## src/rtl/pwm_timer_bank.sv

```systemverilog
// pwm_timer_bank: N-channel PWM bank on a shared prescaler.
// Period, hold and phase are double-buffered and swap in at the wrap.
module pwm_timer_bank #(
  parameter int CHANNELS       = 4,
  parameter int CNT_W          = 16,
  parameter int PRESCALE_TICKS = 600,
  parameter int DEF_PERIOD     = 40000,
  parameter int DEF_HOLD       = 6000,
  parameter bit DEF_PHASE      = 1'b1,
  localparam int CH_W = (CHANNELS > 1) ? $clog2(CHANNELS) : 1
) (
  input  logic                clk,
  input  logic                reset,
  input  logic                wr_en,
  input  logic [CH_W-1:0]     wr_ch,
  input  logic [CNT_W-1:0]    wr_period,
  input  logic [CNT_W-1:0]    wr_hold,
  input  logic                wr_phase,
  input  logic [CHANNELS-1:0] ch_enable,
  output logic [CHANNELS-1:0] pwm_out,
  output logic [CHANNELS-1:0] period_done,
  output logic                tick
);

  localparam int PRE_W = $clog2(PRESCALE_TICKS);
  localparam logic [PRE_W-1:0] PRE_LAST = PRE_W'(PRESCALE_TICKS - 1);
  localparam logic [PRE_W-1:0] PRE_ONE  = PRE_W'(1);
  localparam logic [CNT_W-1:0] D_PER    = CNT_W'(DEF_PERIOD);
  localparam logic [CNT_W-1:0] D_HLD    = CNT_W'(DEF_HOLD);
  localparam logic [CNT_W-1:0] ONE      = CNT_W'(1);

  logic [PRE_W-1:0] pre;
  logic             adv;

  assign adv = (pre == PRE_LAST);

  always_ff @(posedge clk or posedge reset) begin
    if (reset) begin
      pre  <= '0;
      tick <= 1'b0;
    end else begin
      pre  <= adv ? '0 : pre + PRE_ONE;
      tick <= adv;
    end
  end

  for (genvar g = 0; g < CHANNELS; g++) begin : g_ch
    logic [CNT_W-1:0] cnt;
    logic [CNT_W-1:0] a_per;
    logic [CNT_W-1:0] a_hld;
    logic [CNT_W-1:0] p_per;
    logic [CNT_W-1:0] p_hld;
    logic             a_ph;
    logic             p_ph;
    logic             pwm_q;
    logic             done_q;
    logic             hit;
    logic             run;
    logic             wrap;
    logic             load;

    assign hit  = wr_en && (wr_ch == CH_W'(g));
    assign run  = ch_enable[g] && (a_per != '0);
    assign wrap = adv && run && (cnt == a_per - ONE);
    // a disabled channel tracks its pending set every cycle
    assign load = wrap || !ch_enable[g];

    always_ff @(posedge clk or posedge reset) begin
      if (reset) begin
        cnt    <= '0;
        a_per  <= D_PER;
        a_hld  <= D_HLD;
        a_ph   <= DEF_PHASE;
        p_per  <= D_PER;
        p_hld  <= D_HLD;
        p_ph   <= DEF_PHASE;
        pwm_q  <= 1'b0;
        done_q <= 1'b0;
      end else begin
        if (hit) begin
          p_per <= wr_period;
          p_hld <= wr_hold;
          p_ph  <= wr_phase;
        end
        if (load) begin
          a_per <= hit ? wr_period : p_per;
          a_hld <= hit ? wr_hold   : p_hld;
          a_ph  <= hit ? wr_phase  : p_ph;
        end
        if (!ch_enable[g])
          cnt <= '0;
        else if (adv && (a_per != '0))
          cnt <= wrap ? '0 : cnt + ONE;
        if (run && (cnt < a_hld))
          pwm_q <= a_ph;
        else
          pwm_q <= ~a_ph;
        done_q <= wrap;
      end
    end

    assign pwm_out[g]     = pwm_q;
    assign period_done[g] = done_q;
  end

endmodule

```

## config.mk

```make
export PLATFORM = sky130hd
export DESIGN_NAME = pwm_timer_bank
export DESIGN_NICKNAME = d
export VERILOG_FILES = /design/src/rtl/pwm_timer_bank.sv
export SDC_FILE = /design/constraint.sdc
export NUM_CORES = 1
export LEC_CHECK = 0
export ABC_AREA = 1
export BUFFER_PORTS_ARGS = -buffer_cell sky130_fd_sc_hd__clkbuf_2
export CORE_MARGIN = 3
export CORE_UTILIZATION = 30
export CTS_CLUSTER_SIZE = 14
export DETAILED_ROUTE_END_ITERATION = 8
export GPL_ROUTABILITY_DRIVEN = 0
export MAX_ROUTING_LAYER = met4
export PLACE_DENSITY = 0.49
export SLEW_MARGIN = 5
export SYNTH_ARGS = -nofsm -noshare
export SYNTH_HDL_FRONTEND = slang
export SYNTH_SLANG_ARGS = --single-unit
```

## constraint.sdc

```tcl
create_clock -name clk -period 11.1 [get_ports clk]
set_clock_uncertainty 0.1 [all_clocks]
set_input_delay 1.11 -clock clk [delete_from_list [all_inputs] [get_ports clk]]
set_output_delay 1.11 -clock clk [all_outputs]
set_load 0.005 [all_outputs]
```

======== Word-level counts from Yosys, hierarchy flattened ========
Cells that the tools add are included.
storage, ports and cells
  flip-flop bits (word level) ............. 347
  bits of input ports ..................... 42
  output and inout bits ................... 9
  logic and storage cells ................. 133
operators by class
  add/subtract/negate cells ............... 9
  magnitude comparators ................... 4
  eq/ne operators ......................... 12
  multiplexer cells ....................... 29
  bitwise logic cells ..................... 4
  reduce and logical (&&, ||, !) cells .... 37
operator list
  cell                                                                     number
  16-bit 2-to-1 mux                                                        20
  16-bit by 1-bit adder with 16-bit output, second input constant          4
  16-bit == test                                                           4
  16-bit < comparator                                                      4
  16-bit nonzero test                                                      4
  16-bit by 1-bit subtractor with 16-bit output, second input constant     4
  1-bit logical AND                                                        24
  10-bit by 1-bit adder with 10-bit output, second input constant          1
  10-bit == test, second input constant                                    1
  10-bit 2-to-1 mux                                                        1
  1-bit 2-to-1 mux                                                         8
  2-bit by 1-bit inequality test with 1-bit output, second input constant  4
  2-bit == test, second input constant                                     2
  1-bit logical NOT                                                        4
  1-bit logical OR                                                         4
  1-bit NOT                                                                4
  2-bit by 1-bit == test with 1-bit output, second input constant          1
  2-bit logical NOT                                                        1

======== Depth between registers and ports, before layout ========
  word-level depth ........................ 7
  mapped depth ............................ 17
  gate-level depth less buffers ........... 15

======== Worst setup path after synthesis ========
No wires, ideal clock.
  kind .................................... input to register
  start ................................... in wr_ch[1]
  end ..................................... reg g_ch[2].a_hld[10]
  library setup time ...................... 0.061 ns
  arrival ................................. 2.056 ns
  required time ........................... 10.939 ns
  path slack .............................. 8.883 ns
  cell stages on the path ................. 9
  path through ............................ inv_1 -> nor2_1 -> nand2_1 -> clkbuf_1 -> clkbuf_1 -> nand2_1 -> o21ai_0 -> nand2_1 -> nand2_1
between the ends
  word-level cells in the longest chain between the ends .. 3
ends and longest elaborated chain
  element                 line  source
  start: declaration      15    input logic [CH_W-1:0] wr_ch,
  2-bit == test           62    assign hit = wr_en && (wr_ch == CH_W'(g));
  1-bit logical AND       62
  16-bit 2-to-1 mux       n/a
  end signal: assignment  87    a_hld <= hit ? wr_hold : p_hld;
  end: declaration        50    logic [CNT_W-1:0] a_hld;
Every way passes these cells.
A chain may end at the register's enable or synchronous reset.

======== Worst setup path after layout ========
  start ................................... in ch_enable[2]
  end ..................................... reg g_ch[2].a_hld[9]
between the ends
  word-level cells in the longest chain between the ends .. 4
  elaborated cells between the ends (all ways) .. 5
ends and longest elaborated chain
  element                         line  source
  start: declaration              19    input logic [CHANNELS-1:0] ch_enable,
  1-bit logical AND               63    assign run = ch_enable[g] && (a_per != '0);
  1-bit logical AND (2 in a row)  64    assign wrap = adv && run && (cnt == a_per - ONE);
  1-bit logical OR *              66    assign load = wrap || !ch_enable[g];
Every way passes the cells marked *; elsewhere a longest branch is shown, timed or not.

==> metrics <==
Post-DP HPWL=38700 um; Rel. slew slack=0.275; Worst EP arrival=4180 ps; Max Cap Viol=0; largest net degree at the start of global routing=125; Starting Density=0.306; post-CTS resize count=0; R2R depth=11; cts bufs inserted=39; EDFF count, synth=0; CTS tree=yes; CTS Hold Bufs=0; initial antenna violation count=10; Ys Warns=0; unique cell type count in the Yosys netlist=40; first-pass GRT wire length=87300 um; via count=15900; CP delay by family, top=simple AND/OR/NAND/NOR gates; CP dominant cell by count=nand2_1; CTS clk-pin slew, worst paths=60 ps; num rows=91; Mapped Nets=2594; share of the synthesized area in the top cell type=0.319; Total GRT Usage=0.171; Root Buffer=clkbuf_16; Area Growth Syn to Fin=11.9%; IO buf count=50; Peak VDD IR=0.0920 mV; postcts setup bufs=0; average cell area after synthesis=7.69 um^2; clk_lat worst skew=560 ps; slowest CP cell=nand2_2; Main synth FF type=dfrtp_1; Slew @ Worst Pin=1090 ps; Required @ worst endpoint=11500 ps; Die ar.=66600 um^2; Final Hold Fails=0; RSZ-0062 raised after global routing=no; multi-input logic area=8780 um^2; cell taking the most area after synthesis=dfrtp_1; Syn Std Cell Area=19100 um^2; WP depth=9; Final ANT Viol Nets=0; Seq/Total Area, Yosys=0.462; clk buf depth=3; dpl ws=6680 ps; CP startpoint kind=input port; Crit path buffers/inverters=2; DR DRC count=0; H-tree depth=2; period utilisation layout=0.340; outcome=finished, final reports clean; reg2reg setup slack=7340 ps; Fill cells=6671; Ports=51; largest cells by area after synthesis=dfrtp_1 (32%), nand2_1 (16%), dfstp_2 (14%); share of synthesized flip-flops with an asynchronous set or reset=1.00; Final Max Tran Viols=0; vias in the first global route=15200; Critical Path End Type=register; type of the most critical hold path=reg2reg; Static Leakage=0.0105 uW; Final nets=2599; DRT Pass-1 Iters=5; WS Path Type=in2reg; CP Cell Sequence=clkbuf_2 -> nand2_1 -> inv_1 -> nand2_1 -> nor2_1 -> nand3_2 -> nand2_2 -> nand2_1 -> nand2_1; worst r2r src=pre[0]; share of layout cells above drive strength 1=0.108; setup ws final=7330 ps; crit path capture=g_ch[2].a_hld[9]; Core Region=62300 um^2; First DRT Iteration DRCs=1186; fin crit period=3770 ps; clk sinks=347; grt ovf=0; FMAX=265 MHz; Via-to-Cell Ratio=4.73; Worst Setup SP=ch_enable[2]; Die Height=258 um; Reg area=8810 um^2; #FFs+latches synth=347; DR WL/cell=16.4 um; Power Dens Cells=171 nW/um^2; max incr delay on CP=1000 ps; crit path max fanout=47; die width=258 um; Setup TNS=0 ps; cell count after synthesis=2479; reg2reg end=g_ch[2].a_hld[9]; final setup violation count=0; final WL=55100 um
[metrics by stage]
step	utilization	power (uW)	cell area (um^2)	hold WS, ps	std cells
floorplan	-	2080	19100	362	2479
global placement	0.320	2250	19900	378	3280
detailed placement	0.320	2270	19900	380	3280
CTS	0.342	3710	21300	393	3351
global route	0.342	3880	21300	407	3352
finish	0.343	3660	21300	388	3359
[cell type report]
cell class                 count  share of cell area
clock inverter                10             0.00938
tap                          837              0.0491
timing repair buffer          53              0.0128
antenna                        8            0.000938
inverter                     269              0.0477
sequential                   347               0.413
clock buffer                  61              0.0558
multi-input combinational   1774               0.411
[cells in the final DEF, fill, tap and decap left out, types with 54 or more instances in the layout]
| cell type | n |
|---|---|
| ha_1 | 73 |
| nand2_1 | 803 |
| dfstp_2 | 104 |
| xor2_1 | 54 |
| nor2_1 | 199 |
| inv_1 | 266 |
| nand3_1 | 218 |
| o21ai_0 | 161 |
| dfrtp_1 | 243 |
| a21oi_1 | 56 |
[state kept, by name, summed over array words and instances (netlist names)]
register and flops:
g_ch.a_hld 64, g_ch.a_per 64, g_ch.a_ph 4, g_ch.cnt 64, g_ch.done_q 4, g_ch.p_hld 64
g_ch.p_per 64, g_ch.p_ph 4, g_ch.pwm_q 4, pre 10, tick 1
[logic make-up after synthesis]
group                    count (synthesis)  share of synthesized area
XOR/XNOR                                84                     0.0386
buffers and inverters                  358                     0.0783
flip-flops                             347                      0.462
AND/OR/NAND/NOR                       1385                      0.311
adder cells (fa/ha/maj)                 73                     0.0479
AO/OA/AOI/OAI                          232                     0.0625
[cells in the mapped netlist (15+ instances only)]
master and instances:
xnor2_1 30, dfstp_2 104, xor2_1 54, o21ai_0 161, nor2_2 19, a21oi_1 56
dfrtp_1 243, nor2_1 199, inv_1 267, nand4_1 38, nand3_1 220, ha_1 73
buf_4 15, nor3_1 40, nand3b_1 16, clkbuf_1 48, nand2_1 805
[worst min-delay path by stage]
stage               depth (start not counted)  slack (ps)           endpoint              start
floorplan                                   2         360   g_ch[0].p_hld[0]   g_ch[0].p_hld[0]
global placement                            2         380  g_ch[3].a_hld[10]  g_ch[3].a_hld[10]
detailed placement                          2         380   g_ch[2].a_hld[4]   g_ch[2].a_hld[4]
CTS                                         2         390   g_ch[0].a_hld[9]   g_ch[0].a_hld[9]
global route                                2         410   g_ch[2].a_hld[9]   g_ch[2].a_hld[9]
finish                                      2         390   g_ch[0].a_hld[9]   g_ch[0].a_hld[9]
[tightest hold or removal path, cell delays in order (launching register included)]
cell and delay, ps:
dfstp_2 360, nand3_1 70, nand2_1 50
[layer usage]
layer  share of wire  vias up  wire, um  GRT usage
met5               0        -         0          -
met4           0.021        0      1190     0.0484
met3           0.055       76      3050     0.0240
met2            0.43      348     23700      0.252
met1            0.49     7557     27200      0.244
li1                -     7893         -          -
[power by group]
group          internal, uW  switching, uW
Combinational           223            446
Sequential             1470            111
Clock                   875            538
Total                  2560           1100
Power figures use the tool's default switching activity.
